--- src/rtl/sram_arb_pkg.sv ---
// sram_arb_pkg: shared types and constants for the two-port SRAM arbiter.
//   state_t  : sequencer state encoding (IDLE, ACCESS, RESP)
//   SRAM_*   : default macro geometry (word address, data and strobe widths)
//   WSTRB_RD : strobe value that marks a read
package sram_arb_pkg;

   localparam int unsigned SRAM_AW = 10;
   localparam int unsigned SRAM_DW = 32;
   localparam int unsigned SRAM_SW = 4;

   localparam logic [SRAM_SW-1:0] WSTRB_RD = 4'h0;

   typedef enum logic [1:0] {
      IDLE   = 2'd0,
      ACCESS = 2'd1,
      RESP   = 2'd2
   } state_t;

endpackage

--- src/rtl/sram_arb_gnt.sv ---
// sram_arb_gnt: picks the winner between two requesters.
// Build option SRAM_ARB_RR_EN: round-robin on ties using a last-grant pointer
// (reset to 1 so m0 wins the first tie). Without it, fixed priority to m0 and
// no pointer register exists.
// Ports:
//   clk_i, rst_n_i : clock, async active-low reset (pointer only)
//   m0_valid_i     : requester 0 valid
//   m1_valid_i     : requester 1 valid
//   upd_i          : a grant is being taken this cycle (pointer update)
//   req_c          : any requester valid (combinational)
//   gnt_c          : winner, 0 = m0, 1 = m1 (combinational)
module sram_arb_gnt (
   input  logic clk_i,
   input  logic rst_n_i,
   input  logic m0_valid_i,
   input  logic m1_valid_i,
   input  logic upd_i,
   output logic req_c,
   output logic gnt_c
);

   assign req_c = m0_valid_i | m1_valid_i;

`ifdef SRAM_ARB_RR_EN
   logic ptr_q;

   // Last-grant pointer
   always_ff @(posedge clk_i or negedge rst_n_i) begin
      if (!rst_n_i) begin
         ptr_q <= 1'b1;
      end else if (upd_i) begin
         ptr_q <= gnt_c;
      end
   end

   // On a tie the master that was not granted last wins
   always_comb begin
      gnt_c = 1'b0;
      if (m0_valid_i && m1_valid_i) begin
         gnt_c = ~ptr_q;
      end else if (m1_valid_i) begin
         gnt_c = 1'b1;
      end
   end
`else
   // Clock, reset and update only feed the pointer, which this build omits
   logic unused_ok;
   assign unused_ok = ^{clk_i, rst_n_i, upd_i};

   // m0 always wins ties; m1 wins only when alone
   assign gnt_c = ~m0_valid_i & m1_valid_i;
`endif

endmodule

--- src/rtl/sram_arb_2p.sv ---
// sram_arb_2p: two-master valid/ready arbiter and sequencer for the
// single-port 1024x32 SRAM wrapper. One access per three cycles:
// IDLE (arbitrate, latch command) -> ACCESS (macro select) -> RESP (ready).
// Build option SRAM_ARB_RR_EN selects round-robin tie-break (see sram_arb_gnt).
// Ports:
//   clk_i, rst_n_i         : clock, async active-low reset
//   mN_valid_i             : request valid, held until ready
//   mN_addr_i              : byte address, [1:0] ignored
//   mN_wdata_i, mN_wstrb_i : write data and strobes (strobe 0 = read)
//   mN_ready_o             : one-cycle completion pulse
//   mN_rdata_o             : read data, valid with ready
//   sram_cs_o, sram_addr_o, sram_data_o, sram_mask_o, sram_wren_o : macro command
//   sram_rdata_i           : macro read data, valid the cycle after a read
module sram_arb_2p
   import sram_arb_pkg::*;
#(
   parameter int unsigned ADDR_WIDTH = SRAM_AW,
   parameter int unsigned DATA_WIDTH = SRAM_DW
) (
   input  logic                      clk_i,
   input  logic                      rst_n_i,

   input  logic                      m0_valid_i,
   input  logic [ADDR_WIDTH+1:0]     m0_addr_i,
   input  logic [DATA_WIDTH-1:0]     m0_wdata_i,
   input  logic [DATA_WIDTH/8-1:0]   m0_wstrb_i,
   output logic                      m0_ready_o,
   output logic [DATA_WIDTH-1:0]     m0_rdata_o,

   input  logic                      m1_valid_i,
   input  logic [ADDR_WIDTH+1:0]     m1_addr_i,
   input  logic [DATA_WIDTH-1:0]     m1_wdata_i,
   input  logic [DATA_WIDTH/8-1:0]   m1_wstrb_i,
   output logic                      m1_ready_o,
   output logic [DATA_WIDTH-1:0]     m1_rdata_o,

   output logic                      sram_cs_o,
   output logic [ADDR_WIDTH-1:0]     sram_addr_o,
   output logic [DATA_WIDTH-1:0]     sram_data_o,
   output logic [DATA_WIDTH/8-1:0]   sram_mask_o,
   output logic                      sram_wren_o,
   input  logic [DATA_WIDTH-1:0]     sram_rdata_i
);

   localparam int unsigned SW = DATA_WIDTH / 8;

   state_t                state_q, state_d;
   logic                  gnt_q, gnt_d;
   logic [ADDR_WIDTH-1:0] addr_q, addr_d;
   logic [DATA_WIDTH-1:0] data_q, data_d;
   logic [SW-1:0]         strb_q, strb_d;
   logic                  cs_q, cs_d;
   logic                  wren_q, wren_d;
   logic [SW-1:0]         mask_q, mask_d;
   logic                  m0_rdy_q, m0_rdy_d;
   logic                  m1_rdy_q, m1_rdy_d;
   logic                  rd_q, rd_d;

   logic                  req_c;
   logic                  gnt_c;
   logic                  upd_c;
   logic [ADDR_WIDTH-1:0] win_addr_c;
   logic [DATA_WIDTH-1:0] win_data_c;
   logic [SW-1:0]         win_strb_c;

   // Byte offset bits are not used by a word-wide macro
   logic unused_ok;
   assign unused_ok = ^{m0_addr_i[1:0], m1_addr_i[1:0]};

   // Winner selection
   sram_arb_gnt u_gnt (
      .clk_i      (clk_i),
      .rst_n_i    (rst_n_i),
      .m0_valid_i (m0_valid_i),
      .m1_valid_i (m1_valid_i),
      .upd_i      (upd_c),
      .req_c      (req_c),
      .gnt_c      (gnt_c)
   );

   // Winner's command fields
   always_comb begin
      win_addr_c = gnt_c ? m1_addr_i[ADDR_WIDTH+1:2] : m0_addr_i[ADDR_WIDTH+1:2];
      win_data_c = gnt_c ? m1_wdata_i : m0_wdata_i;
      win_strb_c = gnt_c ? m1_wstrb_i : m0_wstrb_i;
   end

   // State and output registers
   always_ff @(posedge clk_i or negedge rst_n_i) begin
      if (!rst_n_i) begin
         state_q  <= IDLE;
         gnt_q    <= 1'b0;
         addr_q   <= '0;
         data_q   <= '0;
         strb_q   <= '0;
         cs_q     <= 1'b0;
         wren_q   <= 1'b0;
         mask_q   <= '0;
         m0_rdy_q <= 1'b0;
         m1_rdy_q <= 1'b0;
         rd_q     <= 1'b0;
      end else begin
         state_q  <= state_d;
         gnt_q    <= gnt_d;
         addr_q   <= addr_d;
         data_q   <= data_d;
         strb_q   <= strb_d;
         cs_q     <= cs_d;
         wren_q   <= wren_d;
         mask_q   <= mask_d;
         m0_rdy_q <= m0_rdy_d;
         m1_rdy_q <= m1_rdy_d;
         rd_q     <= rd_d;
      end
   end

   // Next state and next register values; macro strobes are set up one edge
   // ahead so they are high exactly while the FSM sits in ACCESS, and ready
   // likewise for RESP
   always_comb begin
      state_d  = state_q;
      gnt_d    = gnt_q;
      addr_d   = addr_q;
      data_d   = data_q;
      strb_d   = strb_q;
      cs_d     = 1'b0;
      wren_d   = 1'b0;
      mask_d   = '0;
      m0_rdy_d = 1'b0;
      m1_rdy_d = 1'b0;
      rd_d     = 1'b0;
      upd_c    = 1'b0;

      unique case (state_q)
         IDLE: begin
            if (req_c) begin
               state_d = ACCESS;
               upd_c   = 1'b1;
               gnt_d   = gnt_c;
               addr_d  = win_addr_c;
               data_d  = win_data_c;
               strb_d  = win_strb_c;
               cs_d    = 1'b1;
               wren_d  = (win_strb_c != SW'(WSTRB_RD));
               mask_d  = (win_strb_c != SW'(WSTRB_RD)) ? win_strb_c : '0;
            end
         end
         ACCESS: begin
            state_d  = RESP;
            m0_rdy_d = ~gnt_q;
            m1_rdy_d = gnt_q;
            rd_d     = (strb_q == SW'(WSTRB_RD));
         end
         RESP: begin
            // Mandatory gap: an old valid still high here is not re-granted
            state_d = IDLE;
         end
         default: begin
            state_d = IDLE;
         end
      endcase
   end

   assign sram_cs_o   = cs_q;
   assign sram_wren_o = wren_q;
   assign sram_mask_o = mask_q;
   assign sram_addr_o = addr_q;
   assign sram_data_o = data_q;

   assign m0_ready_o  = m0_rdy_q;
   assign m1_ready_o  = m1_rdy_q;

   // Macro data arrives in RESP, so it is steered rather than registered
   assign m0_rdata_o  = (m0_rdy_q && rd_q) ? sram_rdata_i : '0;
   assign m1_rdata_o  = (m1_rdy_q && rd_q) ? sram_rdata_i : '0;

endmodule

--- config.mk ---
export PLATFORM = sky130hd
export DESIGN_NAME = sram_arb_2p
export DESIGN_NICKNAME = d
export VERILOG_FILES = /design/src/rtl/sram_arb_pkg.sv /design/src/rtl/sram_arb_gnt.sv /design/src/rtl/sram_arb_2p.sv
export SDC_FILE = /design/constraint.sdc
export NUM_CORES = 1
export LEC_CHECK = 0
export ABC_CLOCK_PERIOD_IN_PS = 1500
export BUFFER_PORTS_ARGS = -buffer_cell sky130_fd_sc_hd__buf_4
export CAP_MARGIN = 10
export CORE_MARGIN = 5
export CORE_UTILIZATION = 37
export DETAILED_ROUTE_END_ITERATION = 8
export MAX_ROUTING_LAYER = met4
export PLACE_DENSITY = 0.8
export RECOVER_POWER = 50
export SLEW_MARGIN = 10
export SYNTH_ARGS = -nofsm -noshare
export SYNTH_HDL_FRONTEND = slang
export SYNTH_SLANG_ARGS = --single-unit
--- constraint.sdc ---
create_clock -name clk_i -period 1.5 [get_ports clk_i]
set_input_delay 0.075 -clock clk_i [delete_from_list [all_inputs] [get_ports clk_i]]
set_output_delay 0.075 -clock clk_i [all_outputs]
set_load 0.005 [all_outputs]
# Yosys cells after proc, flatten, opt, wreduce, memory -nomap -nowiden
# Cells that the tools add are included.
word_totals:
  ff_bits: 58
  in_bits: 132
op_classes:
  eq_ne: 2
  n_reduce_logical: 6
  bitwise_logic: 4
  muxes: 17
ops:
  columns: ["operator", "count"]
  rows:
  - ["32-bit 2-to-1 mux", 3]
  - ["4-bit 2-to-1 mux", 4]
  - ["10-bit 2-to-1 mux", 1]
  - ["1-bit 2-to-1 mux", 7]
  - ["4-bit logical NOT", 1]
  - ["2-bit case mux with 2 select lines", 1]
  - ["4-bit nonzero test", 1]
  - ["2-bit by 1-bit == test with 1-bit output (second input constant)", 1]
  - ["1-bit logical AND", 2]
  - ["2-bit logical NOT", 1]
  - ["2-bit 2-to-1 mux", 1]
  - ["2-bit != test (second input constant)", 1]
  - ["1-bit NOT", 2]
  - ["2-bit AND reduction", 1]
  - ["1-bit AND", 1]
  - ["1-bit bitwise OR", 1]

# Logic depth before layout (Yosys ltp)
logic_depth:
  word_depth: 7
  ltp_mapped: 6

# By module
# Synthesis repeated with hierarchy kept, for this count alone.
hier_totals:
  cells_unflattened: 308
  hier_area_um2: 2992.9
modules_own_cells:
  columns: ["mod", "instances", "area_each_um2", "cells_per_inst", "seq_area_each_um2"]
  rows:
  - ["sram_arb_2p", 1, 2980.4, 306, 1451.4]
  - ["sram_arb_gnt", 1, 12.5, 2, 0.0]

# Worst setup path after synthesis
# Ideal clock, no wire load.
synth_path:
  path_type: "register -> register"
  start: "register state_q[0]"
  end: "register data_q[2], in the netlist sram_data_o[2]"
  t_required_ns: 1.375
  slack_ns: 0.017
  path_buffers: 2
  arrival_time_ns: 1.358
  path_stages_with_launch: 7
  path_cell_list: "dfrtp_1 -> nor2_1 -> o21ai_2 -> inv_2 -> buf_6 -> buf_6 -> mux2_2"
synth_via:
  elab_chain_len: 2
synth_rtl:
  columns: ["item", "line", "text"]
  rows:
  - ["from (decl)", "sram_arb_2p.sv:47", "state_t state_q, state_d;"]
  - ["from (signal assigned)", "sram_arb_2p.sv:103", "state_q <= state_d;"]
  - ["2-bit logical NOT", "sram_arb_2p.sv:134", "unique case (state_q)"]
  - ["2-bit AND reduction (no line)", null, null]
  - ["to (signal assigned)", "sram_arb_2p.sv:106", "data_q <= data_d;"]
  - ["to (decl)", "sram_arb_2p.sv:50", "logic [DATA_WIDTH-1:0] data_q, data_d;"]
# No other way between the ends.
# A chain may end at the register's enable or synchronous reset.

# Worst setup path in the final report
layout_path:
  start: "register state_q[0]"
  end: "register data_q[16], in the netlist sram_data_o[16]"
# The elaborated chain is that of the path after synthesis.

==> metrics.yaml <==
outcome:
  status: "complete, no violations"
routing:
  wirelength_um: 10760
  drt-pass1-iter-count: 4
  vias: 2983
  ant_nets: 0
  drc: 0
  wl_per_cell_um: 17.50
  drt_iter0_markers: 85
  vias_per_cell: 4.850
floorplan:
  start_util_pct: 37.51
  placementRows: 34
  die_height_um: 103.6
  die_w_um: 103.6
  core_area_um2: 8636
  io-pin-count: 246
  die-area_um2: 10730
final_layout:
  nets: 634
  areaGrowthSynthToFinish_pct: 65.47
  drive_above_1_share_pct: 66.47
  final_core_util_pct: 62.07
  diodes: 0
  fillCellCount: 734
  final_cell_mix: "193 x buf_4, 64 x and3_1, 60 x mux2_2, 56 x dfrtp_1, 32 x clkbuf_4"
  fin_area_um2: 5360
  mostFrequentLayoutCell: "buf_4"
global_routing:
  grt_pass1_vias: 3246
  antenna_found_initial: 0
  grt_max_degree: 65
  grt_use_total_pct: 20.06
  grt.overflow.total: 0
  grt_pass1_wl_um: 16820
place:
  gp_congestion: 0.8792
  place_hpwl_um: 8477
  dpl_cell_area_um2: 5151
  port_buffers: 241
clock_tree:
  clkSinkCount: 58
  cts.path.max_buffers: 2
  clkLatencyLatePin_ns: 0.33
  cts_root_buf: "clkbuf_8"
  clk_pin_slew_worst_paths_ns: 0.07
  htreeDepth: 3
  cts_buffers: 9
  cts_tree: "done"
  postCtsSetupBuffers: 0
yosys:
  synth_xor_area_share_pct: 0
  yosysSeqAreaShare_pct: 44.80
  ys_seq_elements: 58
  synthAdderAreaFrac_pct: 0
  synthMuxAreaShare_pct: 34.45
  synth_top_family_by_area: "multiplexers"
  syn_area_per_cell_um2: 12.36
  netlist_area_um2: 3239
  syn_nets: 394
  synth-compound-area-share_pct: 0.8111
  yosys.area_share.simple_pct: 14.72
  netlist_instances: 262
  yosys_warnings: 0
  synth.distinct_cells: 20
setup_path:
  cp_data_required_time_ns: 1.72
  end_kind: "flip-flop"
  timing.critical_path.from_type: "flip-flop"
  critPathMaxFanout: 12
  worstSetupPathType: "flip-flop to flip-flop"
  critPathArrivalTime_ns: 1.63
power:
  ir_drop_uv: 785.2
  finalPower_mw: 7.698
  power_density_nw_per_um2: 1436
  p_comb_share_pct: 42.0
  p_clk_share_pct: 21.3
  seqPwrFrac_pct: 36.8
  power_switching_mw: 2.384
  power.internal_mw: 5.314
  swShare_pct: 30.97
  p_leak_nw: 2.954
job:
  max-cap-violations: 0
timing:
  holdWs_ns: 0.02726
  fin_skew_ns: 0.008041
  clock.fmax_mhz: 710.1
  final-setup-viol-count: 0
  slew_headroom_pct: 47.69
  fin_crit_sh_pct: 93.88
  hold_viol_final: 0
  drv_slew: 0
  grt_setup_unrepaired: "no"
  finalCriticalPeriod_ns: 1.408
  fin_tns_setup_ns: 0
  tightestPinTransition_ns: 0.7846
worst_hold_path:
  hp-class: "input pin to flip-flop"
-- synthesized netlist by cell type --
| cell type | count | share of area (%) |
|---|---|---|
| nor4_1 | 1 | 0.19 |
| nor2_1 | 8 | 0.93 |
| mux2_2 | 60 | 21 |
| inv_1 | 6 | 0.70 |
| inv_2 | 1 | 0.12 |
| buf_6 | 7 | 2.4 |
| mux2i_1 | 8 | 2.5 |
| o21ai_2 | 1 | 0.27 |
| nand2b_4 | 1 | 0.42 |
| nand4_1 | 1 | 0.19 |
| a21oi_1 | 2 | 0.31 |
| or4_1 | 1 | 0.23 |
| mux2_4 | 24 | 11 |
| clkbuf_1 | 13 | 1.5 |
| and2_1 | 1 | 0.19 |
| dfrtp_1 | 58 | 45 |
| a211oi_1 | 1 | 0.23 |
| nand2b_1 | 1 | 0.19 |
| and3_1 | 64 | 12 |
| buf_2 | 3 | 0.46 |
-- state kept, by name (all words and copies together) (netlist names) --
signal       cells
gnt_q            1
m0_ready_o       1
m1_ready_o       1
rd_q             1
sram_addr_o     10
sram_cs_o        1
sram_data_o     32
sram_mask_o      4
sram_wren_o      1
state_q          2
strb_q           4
-- layout make-up --
cell class | count | area (um2) | share of cell area, %
well taps | 108 | 135.1 | 2.521
clock inverters | 6 | 88.84 | 1.657
inverters | 7 | 26.28 | 0.4902
repair buffers | 252 | 1897 | 35.39
clock buffers | 10 | 137.6 | 2.568
flip-flops and latches | 58 | 1454 | 27.12
multi-input cells | 174 | 1622 | 30.25
-- power groups by stage --
stage	registers (mW)	logic, mW	clock network, mW
2_1_floorplan	2.76	1.72	0
3_3_place_gp	2.83	3.35	0
3_5_place_dp	2.87	3.45	0
4_1_cts	2.86	3.46	1.69
5_1_grt	2.96	3.52	1.75
6_report	2.83	3.23	1.64
-- worst max-delay path, stage by stage (launching register included) --
cell	delay [ns]
dfrtp_1	0.39
nor2_2	0.14
o21ai_2	0.08
inv_2	0.15
clkbuf_16	0.21
mux2_2	0.33
-- logic make-up (layout without fill, tap and decap cells) --
| logic type | count (synthesis) | count (layout) |
|---|---|---|
| multiplexers | 92 | 92 |
| flip-flops | 58 | 58 |
| AO/OA/AOI/OAI | 4 | 4 |
| AND/OR/NAND/NOR | 78 | 78 |
| buffers and inverters | 30 | 275 |
-- worst paths after layout --
check / from / end / slack (ns) / depth (start not counted)
min in group asynchronous: rst_n_i / sram_data_o[12]$_DFFE_PN0P_ / 0.42 / 2
max: state_q[0]$_DFFE_PN0P_ / sram_data_o[16]$_DFFE_PN0P_ / 0.09 / 5
max in group asynchronous: rst_n_i / m1_ready_o$_DFF_PN0_ / 0.53 / 2
min reg2reg: gnt_q$_DFFE_PN0P_ / m0_ready_o$_DFF_PN0_ / 0.47 / 1
max reg2reg: state_q[0]$_DFFE_PN0P_ / sram_data_o[16]$_DFFE_PN0P_ / 0.09 / 5
min: m1_wstrb_i[3] / sram_mask_o[3]$_DFF_PN0_ / 0.03 / 3
-- routing by layer --
metal | track usage, % | part of all wire (%) | vias to the layer above
met2 | 36.75 | 55 | 133
met1 | 20.16 | 36 | 1413
met5 | - | 0 | -
met4 | 8.435 | 2.9 | 0
met3 | 4.851 | 6.4 | 20
li1 | - | - | 1417
-- timing repair --
item | 4_1_cts | 5_1_grt
resized for setup | 2 | 2
endpoints found under the hold margin | 59 | 0
hold buffers | 2 | 0
pin swaps | 0 | 0
gates cloned | 0 | 1
endpoints found under the setup margin | 65 | 70
-- per-stage QoR --
| step | setup slack (ns) | std cells |
|---|---|---|
| 2_1_floorplan | 0.01722 | 262 |
| 3_3_place_gp | 0.08255 | 596 |
| 3_5_place_dp | 0.05806 | 596 |
| 4_1_cts | 0.04212 | 614 |
| 5_1_grt | 0.01012 | 615 |
| 6_report | 0.09181 | 615 |
No activity file was read; power rests on OpenSTA's default activity.
